File: src/rtl/instr_encoder.sv
// RV32I instruction assembler: packs field-level requests into 32-bit words with auto-incrementing addresses.
// Optional ENCODER_RANGE_CHECK_EN: out-of-range immediates send the block to ERR instead of truncating.
module instr_encoder #(
    parameter int ADDR_W = 10
) (
    input  logic              clk,
    input  logic              rst,
    input  logic              start,
    input  logic [ADDR_W-1:0] start_addr,
    input  logic              stop,
    input  logic              clear,
    input  logic              req_valid,
    output logic              req_ready,
    input  logic [3:0]        req_op,
    input  logic [3:0]        req_sub,
    input  logic [4:0]        req_rd,
    input  logic [4:0]        req_rs1,
    input  logic [4:0]        req_rs2,
    input  logic [31:0]       req_imm,
    output logic              out_valid,
    input  logic              out_ready,
    output logic [31:0]       out_instr,
    output logic [ADDR_W-1:0] out_addr,
    output logic              busy,
    output logic              err,
    output logic [3:0]        err_op,
    output logic [1:0]        dbg_state
);
    // Handshakes: a transfer happens on a rising edge where valid && ready are both high.
    typedef enum logic [1:0] {S_IDLE = 2'd0, S_RUN = 2'd1, S_ERR = 2'd2} state_t;

    state_t            r_state;
    logic              r_stopping;
    logic              r_out_valid;
    logic [31:0]       r_out_instr;
    logic [ADDR_W-1:0] r_out_addr;
    logic [ADDR_W-1:0] r_addr_cnt;
    logic [3:0]        r_err_op;

    logic [31:0] w_instr;
    logic        w_illegal;
    logic        w_range_err;
    logic        w_bad;
    logic        w_accept;
    logic        w_out_fire;
    logic        w_shift;
    logic [2:0]  w_f3;
    logic        w_alt;

    assign w_f3       = req_sub[2:0];
    assign w_alt      = req_sub[3];
    assign w_shift    = (w_f3 == 3'b001) || (w_f3 == 3'b101);
    assign req_ready  = (r_state == S_RUN) && !r_stopping && (!r_out_valid || out_ready);
    assign w_accept   = req_valid && req_ready;
    assign w_out_fire = r_out_valid && out_ready;
    assign w_bad      = w_illegal || w_range_err;

    always_comb begin
        w_instr   = 32'd0;
        w_illegal = 1'b0;
        case (req_op)
            4'd0: w_instr = {1'b0, w_alt, 5'b0, req_rs2, req_rs1, w_f3, req_rd, 7'b0110011};
            4'd1: begin
                if (w_shift)
                    w_instr = {1'b0, w_alt, 5'b0, req_imm[4:0], req_rs1, w_f3, req_rd, 7'b0010011};
                else
                    w_instr = {req_imm[11:0], req_rs1, w_f3, req_rd, 7'b0010011};
            end
            4'd2: w_instr = {req_imm[11:0], req_rs1, w_f3, req_rd, 7'b0000011};
            4'd3: w_instr = {req_imm[11:5], req_rs2, req_rs1, w_f3, req_imm[4:0], 7'b0100011};
            4'd4: w_instr = {req_imm[12], req_imm[10:5], req_rs2, req_rs1, w_f3,
                             req_imm[4:1], req_imm[11], 7'b1100011};
            4'd5: w_instr = {req_imm[20], req_imm[10:1], req_imm[11], req_imm[19:12],
                             req_rd, 7'b1101111};
            4'd6: w_instr = {req_imm[11:0], req_rs1, 3'b000, req_rd, 7'b1100111};
            4'd7: w_instr = {req_imm[31:12], req_rd, 7'b0110111};
            4'd8: w_instr = {req_imm[31:12], req_rd, 7'b0010111};
            default: w_illegal = 1'b1;
        endcase
    end

`ifdef ENCODER_RANGE_CHECK_EN
    logic w_fit_i;
    logic w_fit_b;
    logic w_fit_j;

    // An immediate fits a signed field when all bits above it are copies of its sign bit.
    assign w_fit_i = (&req_imm[31:11]) || !(|req_imm[31:11]);
    assign w_fit_b = (&req_imm[31:12]) || !(|req_imm[31:12]);
    assign w_fit_j = (&req_imm[31:20]) || !(|req_imm[31:20]);

    always_comb begin
        w_range_err = 1'b0;
        case (req_op)
            4'd1:             w_range_err = w_shift ? (req_imm[31:5] != 27'd0) : !w_fit_i;
            4'd2, 4'd3, 4'd6: w_range_err = !w_fit_i;
            4'd4:             w_range_err = !w_fit_b || req_imm[0];
            4'd5:             w_range_err = !w_fit_j || req_imm[0];
            4'd7, 4'd8:       w_range_err = (req_imm[11:0] != 12'd0);
            default:          w_range_err = 1'b0;
        endcase
    end
`else
    assign w_range_err = 1'b0;
`endif

    always_ff @(posedge clk) begin
        if (rst) begin
            r_state     <= S_IDLE;
            r_stopping  <= 1'b0;
            r_out_valid <= 1'b0;
            r_out_instr <= 32'd0;
            r_out_addr  <= '0;
            r_addr_cnt  <= '0;
            r_err_op    <= 4'd0;
        end else begin
            // The output register drains in every state so a pending word survives stop/ERR.
            if (w_out_fire)
                r_out_valid <= 1'b0;
            if (w_accept && !w_bad) begin
                r_out_valid <= 1'b1;
                r_out_instr <= w_instr;
                r_out_addr  <= r_addr_cnt;
                r_addr_cnt  <= r_addr_cnt + 1'b1;
            end

            case (r_state)
                S_IDLE: begin
                    if (start) begin
                        r_state    <= S_RUN;
                        r_addr_cnt <= start_addr;
                        r_stopping <= 1'b0;
                    end
                end
                S_RUN: begin
                    if (w_accept && w_bad) begin
                        r_state    <= S_ERR;
                        r_err_op   <= req_op;
                        r_stopping <= 1'b0;
                    end else if (stop || r_stopping) begin
                        if (!w_accept && (!r_out_valid || out_ready)) begin
                            r_state    <= S_IDLE;
                            r_stopping <= 1'b0;
                        end else begin
                            r_stopping <= 1'b1;
                        end
                    end
                end
                S_ERR: begin
                    if (clear)
                        r_state <= S_IDLE;
                end
                default: r_state <= S_IDLE;
            endcase
        end
    end

    assign out_valid = r_out_valid;
    assign out_instr = r_out_instr;
    assign out_addr  = r_out_addr;
    assign busy      = (r_state != S_IDLE) || r_out_valid;
    assign err       = (r_state == S_ERR);
    assign err_op    = r_err_op;
    assign dbg_state = r_state;

endmodule
File: config.mk
export PLATFORM = sky130hd
export DESIGN_NAME = instr_encoder
export DESIGN_NICKNAME = d
export VERILOG_FILES = /design/src/rtl/instr_encoder.sv
export SDC_FILE = /design/constraint.sdc
export NUM_CORES = 1
export LEC_CHECK = 0
export CAP_MARGIN = 15
export CORE_ASPECT_RATIO = 0.9
export CORE_MARGIN = 1.5
export CORE_UTILIZATION = 45
export CTS_CLUSTER_DIAMETER = 50
export CTS_CLUSTER_SIZE = 30
export DETAILED_ROUTE_END_ITERATION = 10
export PLACE_DENSITY_LB_ADDON = 0.05
export SLEW_MARGIN = 20
export SYNTH_ARGS = -nofsm -noshare
export SYNTH_HDL_FRONTEND = slang
export SYNTH_SLANG_ARGS = --single-unit
File: constraint.sdc
create_clock -name clk -period 2 [get_ports clk]
set_input_delay 0.4 -clock clk [delete_from_list [all_inputs] [get_ports clk]]
set_output_delay 0.4 -clock clk [all_outputs]
set_load 0.05 [all_outputs]
==> results.py, run 1 <==
metrics = {
    "status": {
        "status": "completed",
    },
    "finish": {
        "num_antenna_cells": 0,
        "syn_to_final_growth_pct": 55.4,
        "final_layout_size_suffix_gt1_frac": 0.150,
        "stdcell_count": 645,
        "nNetsFinal": 620,
        "final_cell_mix": "clkdlybuf4s50_1 (110), dfxtp_1 (57), nor2_1 (52)",
        "final_core_util": 0.723,
        "layout_commonest_cell": "clkdlybuf4s50_1",
    },
    "critical_path": {
        "crit_path_cell_trace": "clkdlybuf4s50_1",
        "rr_endpoint": "r_addr_cnt[9]$_SDFF_PP0_",
        "worstPathRequired_ps": 1600,
        "cp.arrival_ps": 1540,
        "path_buf_inv": 1,
        "crit_type": "register to primary output",
        "ff2ff_path_depth": 5,
        "slowest_delay_ps": 830,
        "reg2reg_from": "dbg_state[0]$_SDFFE_PP0P_",
        "cp.depth": 1,
        "crit_fanout": 3,
        "critPathSlowestCell": "clkdlybuf4s50_1",
        "cp-start-kind": "register",
        "endpoint": "out_instr[1]",
        "end_kind": "primary output",
        "r2r_setup_slack_ps": 150,
        "crit_start": "out_instr[1]$_SDFFE_PP0N_",
        "cp_top_family": "buffers and inverters",
    },
    "cts": {
        "clk_latency_ps": 340,
        "path_clk_slew_ps": 70,
        "cts_tree": "built",
        "cts_sinks": 59,
        "clk_path_buf_depth": 2,
        "cts-root-buf": "clkbuf_8",
        "cts_inserted_buffers": 9,
        "htree_levels": 3,
    },
    "yosys": {
        "synth_cell_types": 51,
        "synth_edf_count": 0,
        "syn-cell-area_um2": 3280,
        "syn_nets": 485,
        "synthCells": 412,
        "seq_area_frac_synth": 0.360,
        "yosys_warnings": 0,
        "synth_seq_cells": 59,
        "syn_area_per_cell_um2": 7.95,
        "ys_async_sr_fraction": 0,
        "synthFlopType": "dfxtp_1",
    },
    "sta": {
        "setup_viol": 0,
        "slew_headroom": 0.640,
        "hold_violations": 0,
        "hold_slack_ps": 275,
        "drv_slew": 0,
        "fmaxAchievable_ghz": 0.516,
        "grt_setup_unrepaired": "false",
        "period_needed_ps": 1940,
        "skew_ps": 4.69,
        "finalCritPeriodShare": 0.969,
        "tightest_slew_ps": 539,
    },
    "die": {
        "dieArea_um2": 7800,
        "initial_utilization": 0.466,
        "die_x_um": 93.0,
        "ios": 124,
        "fp.coreArea_um2": 7040,
        "rows": 29,
        "die_h_um": 84.0,
    },
    "power": {
        "peakVddDrop_mv": 0.499,
        "leakagePower_nw": 1.87,
        "p_per_area_nw_per_um2": 680,
    },
    "routing": {
        "highest_layer": "met4",
        "drc_errors": 0,
        "post_drt_wl_per_cell_um": 15.5,
        "routed-via-count": 3609,
        "wl_met3_um": 730,
        "viasPerCell": 5.60,
        "ant_nets": 0,
        "dr.pass1.iters": 5,
        "met2WireLength_um": 4590,
        "wl_met1_um": 4480,
        "routed_wl_um": 9970,
        "first_iter_violations": 132,
    },
    "grt": {
        "grt_pass1_vias": 3409,
        "grt_remaining_overflow": 0,
        "grt_max_degree": 42,
        "grt_pass1_wl_um": 16100,
        "groute.usage.overall": 0.258,
        "antenna_found_initial": 0,
    },
    "hold_path": {
        "min_path_cells": 2,
        "hp-class": "input pin to register",
    },
    "job": {
        "maxCapViolations": 0,
    },
    "place": {
        "dp_cells": 626,
        "dpl.hpwl_um": 7110,
        "io_buffers": 123,
        "gp_congestion": 0.858,
    },
}
-- worst min path at each step --
stage | from | end | slack (ps)
finish | rst | dbg_state[0]$_SDFFE_PP0P_ | 280
global route | rst | dbg_state[0]$_SDFFE_PP0P_ | 280
CTS | rst | dbg_state[0]$_SDFFE_PP0P_ | 260
detailed placement | out_addr[6]$_SDFFE_PP0N_ | out_addr[6]$_SDFFE_PP0N_ | 450
global placement | out_addr[6]$_SDFFE_PP0N_ | out_addr[6]$_SDFFE_PP0N_ | 440
floorplan | r_addr_cnt[9]$_SDFF_PP0_ | out_addr[9]$_SDFFE_PP0N_ | 440
-- power by group --
group / switching, W / leakage [nW] / internal, W
clock network: 0.000523 / 0.125 / 0.000814
registers: 0.0000482 / 0.482 / 0.00123
logic: 0.000452 / 1.26 / 0.000391
-- per-stage QoR --
stage | cell area, um2 | total power (W) | setup slack (ps) | setup TNS (ps)
2_1_floorplan | 3300 | 0.00177 | 16.8 | 0
3_3_place_gp | 4770 | 0.00211 | -256 | -10760
3_5_place_dp | 4770 | 0.00213 | -295 | -12200
4_1_cts | 5010 | 0.00347 | 42.6 | 0
5_1_grt | 5090 | 0.00362 | 15.8 | 0
6_report | 5090 | 0.00346 | 62.6 | 0
-- synthesized netlist by cell type (all sizes together) (3+ instances only) --
cell type / count / share of area
dfxtp: 59 / 0.36
nor2: 52 / 0.060
a21oi: 38 / 0.058
nand2: 34 / 0.039
a211oi: 30 / 0.069
clkbuf: 25 / 0.029
nor2b: 17 / 0.032
buf: 16 / 0.027
o21ai: 12 / 0.018
nand3: 11 / 0.021
a211o: 10 / 0.027
a311oi: 10 / 0.027
inv: 10 / 0.011
mux2i: 10 / 0.031
a31oi: 8 / 0.015
a32oi: 7 / 0.019
and3: 6 / 0.011
o22a: 5 / 0.013
o31ai: 5 / 0.016
a221oi: 4 / 0.011
nand3b: 4 / 0.0092
or3: 4 / 0.0076
or4: 4 / 0.0092
a22oi: 3 / 0.0069
nand2b: 3 / 0.0057
-- timing repair --
item,CTS,global route
buffers inserted,0,2
setup endpoints to repair,0,35
hold buffers,0,0
gates resized for setup,0,7
-- cell type report --
cell class / count / area, um2
fillers: 568 / 1950
multi-input cells: 302 / 1920
repair buffers: 165 / 1590
flip-flops and latches: 59 / 1190
clock buffers: 11 / 163
well taps: 93 / 116
clock inverters: 5 / 82.6
inverters: 10 / 37.5
-- metal layers --
metal / up-vias / GRT usage
li1: 1793 / -
met1: 1672 / 0.340
met5: - / 0
met4: 0 / 0.0937
met2: 130 / 0.413
met3: 14 / 0.0556
-- flip-flops by register name (all words and copies together), names as in the netlist --
register / cells
err_op: 4
r_addr_cnt: 10
r_stopping: 1
out_instr: 31
out_addr: 10
dbg_state: 2
out_valid: 1
-- cells by family (layout without fill, tap and decap cells) --
family | count (synthesis) | after routing | synth area share
buf+inv | 51 | 191 | 0.0676
simple gates | 148 | 148 | 0.228
mux | 11 | 11 | 0.0340
compound gates | 139 | 139 | 0.299
fa+ha+maj | 1 | 1 | 0.00382
flops | 59 | 59 | 0.360
xor+xnor | 3 | 3 | 0.00802
Note: power is estimated with default switching activity, not from simulation.
==> run 2, diff against run 1 <==
MAX_ROUTING_LAYER = met4   (was default)
==> run 2 against run 1 <==
Effect of this change: fmax is 0.20% lower; cell count is the same; wire length increased by 0.55%; die area unchanged.
==> results.py, run 2 (synthesized netlist as in run 1, its figures left out) <==
metrics = {
    "status": {
        "status": "completed",
    },
    "place": {
        "gp_congestion": 0.872,
        "dp_cells": 626,
        "io_buffers": 123,
        "pre_cts_slack_ps": -295,
        "dpl.hpwl_um": 7110,
    },
    "cts": {
        "cts_inserted_buffers": 9,
        "cts_hold_buf": 0,
        "clk_latency_ps": 340,
        "cts-root-buf": "clkbuf_8",
        "htree_levels": 3,
        "clk_path_buf_depth": 2,
        "cts_sinks": 59,
        "cts_tree": "built",
        "path_clk_slew_ps": 70,
    },
    "finish": {
        "syn_to_final_growth_pct": 55.4,
        "final_cell_mix": "clkdlybuf4s50_1 (110), dfxtp_1 (57), nor2_1 (52)",
        "stdcell_count": 645,
        "nNetsFinal": 620,
        "layout_commonest_cell": "clkdlybuf4s50_1",
        "num_antenna_cells": 0,
        "final_core_util": 0.723,
        "multi_input_area_um2": 1920,
        "area.sequential_um2": 1190,
        "nFillCells": 568,
        "final_layout_size_suffix_gt1_frac": 0.150,
        "largest_reg_flops": 31,
    },
    "critical_path": {
        "worstPathRequired_ps": 1600,
        "rr_endpoint": "r_addr_cnt[9]$_SDFF_PP0_",
        "ff2ff_path_depth": 5,
        "end_kind": "primary output",
        "cp.arrival_ps": 1540,
        "cp-start-kind": "register",
        "path_buf_inv": 1,
        "cp_top_family": "buffers and inverters",
        "crit_fanout": 3,
        "slowest_delay_ps": 830,
        "critPathSlowestCell": "clkdlybuf4s50_1",
        "crit_path_cell_trace": "clkdlybuf4s50_1",
        "cp.depth": 1,
        "crit_type": "register to primary output",
        "reg2reg_from": "dbg_state[0]$_SDFFE_PP0P_",
        "crit_start": "out_instr[1]$_SDFFE_PP0N_",
        "endpoint": "out_instr[1]",
        "r2r_setup_slack_ps": 150,
    },
    "sta": {
        "skew_ps": 4.08,
        "slew_headroom": 0.640,
        "fmaxAchievable_ghz": 0.515,
        "drv_slew": 0,
        "grt_setup_unrepaired": "false",
        "setup_viol": 0,
        "period_needed_ps": 1940,
        "hold_violations": 0,
        "fin_ws_ps": 58.7,
        "tightest_slew_ps": 538,
        "finalCritPeriodShare": 0.971,
    },
    "grt": {
        "grt_max_degree": 42,
        "grt_remaining_overflow": 0,
        "grt_pass1_wl_um": 16000,
        "grt_pass1_vias": 3419,
        "antenna_found_initial": 0,
        "groute.usage.overall": 0.266,
    },
    "routing": {
        "viasPerCell": 5.66,
        "post_drt_wl_per_cell_um": 15.5,
        "routed-via-count": 3648,
        "first_iter_violations": 145,
        "dr.pass1.iters": 5,
        "ant_nets": 0,
        "drc_errors": 0,
        "routed_wl_um": 10000,
    },
    "die": {
        "rows": 29,
        "die_x_um": 93.0,
        "fp.coreArea_um2": 7040,
        "ios": 124,
        "die_h_um": 84.0,
        "initial_utilization": 0.466,
        "dieArea_um2": 7800,
    },
    "hold_path": {
        "hp-class": "input pin to register",
    },
    "power": {
        "p_total_w": 0.00346,
        "leakagePower_nw": 1.87,
        "peakVddDrop_mv": 0.500,
        "p_per_area_nw_per_um2": 679,
    },
    "job": {
        "maxCapViolations": 0,
    },
}
-- run 2: cell counts in the layout (fill, tap and decap cells not counted) --
Identical to the previous run, type by type.
-- run 2: per-layer routing --
metal	GRT usage	vias to the layer above	part of all wire
met3	0.0528	16	0.070
met5	-	-	0
li1	-	1793	-
met4	0.0937	0	0.017
met1	0.344	1699	0.46
met2	0.413	140	0.46
-- run 2: per-stage QoR --
| step | setup TNS, ps | area (um2) | hold slack, ps |
|---|---|---|---|
| floorplan | 0 | 3300 | 440 |
| global placement | -10760 | 4770 | 443 |
| detailed placement | -12200 | 4770 | 447 |
| CTS | 0 | 5010 | 262 |
| global route | 0 | 5090 | 280 |
| finish | 0 | 5090 | 276 |
-- run 2: timing repair --
| action | CTS | global route |
|---|---|---|
| setup endpoints to repair | 0 | 35 |
| buffers inserted | 0 | 2 |
| resized for setup | 0 | 7 |
| hold endpoints to repair | 0 | 0 |
-- run 2: power breakdown --
part | leakage [nW] | switching (W) | internal, W | total (W)
logic | 1.26 | 0.000453 | 0.000391 | 0.000844
clock network | 0.125 | 0.000519 | 0.000813 | 0.00133
registers | 0.482 | 0.0000486 | 0.00123 | 0.00128
total | 1.87 | 0.00102 | 0.00244 | 0.00346
-- run 2: how the worst min path moves through the flow --
stage	depth (start not counted)	slack, ps	from	endpoint
CTS	2	260	rst	dbg_state[0]$_SDFFE_PP0P_
global placement	2	440	out_addr[6]$_SDFFE_PP0N_	out_addr[6]$_SDFFE_PP0N_
global route	2	280	rst	dbg_state[0]$_SDFFE_PP0P_
floorplan	2	440	r_addr_cnt[9]$_SDFF_PP0_	out_addr[9]$_SDFFE_PP0N_
finish	2	280	rst	dbg_state[0]$_SDFFE_PP0P_
detailed placement	2	450	out_addr[6]$_SDFFE_PP0N_	out_addr[6]$_SDFFE_PP0N_
-- run 2: layout make-up --
class / instances / share of cell area
tap: 93 / 0.0229
sequential: 59 / 0.233
inverter: 10 / 0.00737
multi-input combinational: 302 / 0.377
clock buffer: 11 / 0.0319
clock inverter: 5 / 0.0162
timing repair buffer: 165 / 0.311
==> run 3, diff against run 2 <==
CELL_PAD_IN_SITES_DETAIL_PLACEMENT = 1   (was default)
CELL_PAD_IN_SITES_GLOBAL_PLACEMENT = 2   (was default)
CORE_UTILIZATION = 24   (was 45)
==> run 3 against run 2 <==
Effect of this change: first-iteration DRC count shrank 11%; global-route usage decreased by 9.0 points; total power increased by 6.7%; design area up 4.0%; setup slack better by 10 ps; die area is 84% higher; via count is 0.22% lower; count of clock-buffer cells in the layout is 2 higher; cell count up 13%; wire length is 20% higher; combinational power up 2.6%; clock skew is 1.2 ps higher; critical path type is now input pin to register.
==> results.py, run 3 (synthesized netlist as in run 1, its figures left out) <==
metrics = {
    "grt": {
        "grt_busiest_layer": "met2",
        "grt_pass1_wl_um": 19300,
        "grt_max_degree": 33,
        "use_met2": 0.278,
        "met3_usage": 0.0516,
        "groute.usage.overall": 0.176,
        "antenna_found_initial": 0,
        "grt_remaining_overflow": 0,
        "grt_pass1_vias": 3741,
        "use_met1": 0.221,
    },
    "finish": {
        "num_antenna_cells": 0,
        "layout_commonest_cell": "clkdlybuf4s50_1",
        "stdcell_area_um2": 5290,
        "largest_reg_flops": 31,
        "final_layout_size_suffix_gt1_frac": 0.171,
        "nNetsFinal": 628,
        "syn_to_final_growth_pct": 61.6,
        "final_cell_mix": "clkdlybuf4s50_1 (108), dfxtp_1 (57), buf_4 (56)",
    },
    "critical_path": {
        "worstPathRequired_ps": 2250,
        "crit_type": "input pin to register",
        "reg2reg_from": "r_stopping$_SDFFE_PP0P_",
        "ff2ff_path_depth": 5,
        "cp.arrival_ps": 2180,
        "end_kind": "register",
        "crit_fanout": 6,
        "r2r_setup_slack_ps": 140,
        "cp-start-kind": "input pin",
        "rr_endpoint": "r_addr_cnt[5]$_SDFF_PP0_",
    },
    "sta": {
        "drv_slew": 0,
        "skew_ps": 5.31,
        "period_needed_ps": 1930,
        "fmaxAchievable_ghz": 0.518,
        "hold_violations": 0,
        "grt_setup_unrepaired": "false",
        "setup_viol": 0,
        "tightest_slew_ps": 536,
        "slew_headroom": 0.642,
        "finalCritPeriodShare": 0.966,
    },
    "cts": {
        "clk_latency_ps": 330,
        "cts_inserted_buffers": 9,
        "clk_path_buf_depth": 2,
        "cts-root-buf": "clkbuf_16",
        "cts_tree": "built",
        "htree_levels": 3,
        "path_clk_slew_ps": 50,
        "cts_sinks": 59,
    },
    "routing": {
        "routed-via-count": 3640,
        "viasPerCell": 5.00,
        "dr.pass1.iters": 4,
        "routed_wl_um": 12000,
        "drc_errors": 0,
        "ant_nets": 0,
        "first_iter_violations": 129,
        "post_drt_wl_per_cell_um": 16.5,
    },
    "place": {
        "place_area_um2": 4940,
        "gp_congestion": 0.750,
        "io_buffers": 123,
        "dpl.hpwl_um": 8940,
    },
    "die": {
        "dieArea_um2": 14400,
        "die_x_um": 126,
        "fp.coreArea_um2": 13400,
        "initial_utilization": 0.245,
        "rows": 40,
        "ios": 124,
        "die_h_um": 114,
    },
    "hold_path": {
        "holdCritStartpoint": "out_addr[3]$_SDFFE_PP0N_",
        "min_path_cells": 2,
        "hold_end": "out_addr[3]$_SDFFE_PP0N_",
        "hp-class": "register to register",
    },
    "power": {
        "leakagePower_nw": 1.93,
        "peakVddDrop_mv": 0.362,
        "p_total_w": 0.00369,
        "p_per_area_nw_per_um2": 697,
    },
    "job": {
        "maxCapViolations": 0,
    },
    "status": {
        "status": "completed",
    },
}
[run 3: cell type report]
type,count,area [um2]
clock buffers,13,280
fillers,1580,8070
well taps,168,210
clock inverters,3,20.0
inverters,10,37.5
multi-input cells,302,1940
repair buffers,173,1620
flip-flops and latches,59,1190
[run 3: worst max path at each step]
stage | startpoint | to | slack [ps] | depth (start not counted)
after global routing | out_valid$_SDFFE_PP0P_ | out_valid | 20 | 1
after global placement | req_op[1] | r_addr_cnt[7]$_SDFF_PP0_ | -330 | 5
final | req_op[3] | out_instr[27]$_SDFFE_PP0N_ | 70 | 6
after CTS | req_op[2] | out_instr[30]$_SDFFE_PP0N_ | 0.4 | 6
after detailed placement | req_op[1] | out_instr[29]$_SDFFE_PP0N_ | -390 | 6
after floorplan | dbg_state[0]$_SDFFE_PP0P_ | r_addr_cnt[9]$_SDFF_PP0_ | 20 | 7
[run 3: worst max-delay path: stages]
cell and delay (ps):
clkdlybuf4s50_1 520, or4b_2 670, nand2_2 130, buf_4 150
a32oi_1 60, a211oi_1 250
[run 3: repair_timing]
| item | CTS | global route |
|---|---|---|
| gates resized for setup | 2 | 9 |
| cloned | 0 | 0 |
| hold buffers | 0 | 0 |
| pin swaps | 0 | 2 |
| buffers inserted | 1 | 0 |
| endpoints found under the setup margin | 16 | 20 |
[run 3: power breakdown]
group | internal [W] | total [W] | switching, W | leakage (nW)
combinational | 0.000399 | 0.000866 | 0.000467 | 1.31
sequential | 0.00124 | 0.00129 | 0.0000501 | 0.482
clock | 0.000971 | 0.00154 | 0.000567 | 0.144
[run 3: per-layer routing]
layer  vias up  wire [um]  part of all wire
met2        88       5350              0.44
met1      1733       5850              0.49
met3         9        711             0.059
li1       1810          -                 -
met4         0        138             0.011
met5         -          0                 0
[run 3: stage by stage]
| step | TNS [ps] | utilization | instances | hold slack, ps | worst slack, ps |
|---|---|---|---|---|---|
| 3_3_place_gp | -12260 | 0.369 | 711 | 448 | -332 |
| 6_report | 0 | 0.396 | 728 | 462 | 68.9 |
| 4_1_cts | 0 | 0.393 | 728 | 466 | 0.429 |
| 2_1_floorplan | 0 | - | 412 | 440 | 16.8 |
| 3_5_place_dp | -14380 | 0.369 | 711 | 451 | -389 |
| 5_1_grt | 0 | 0.396 | 728 | 487 | 15.6 |
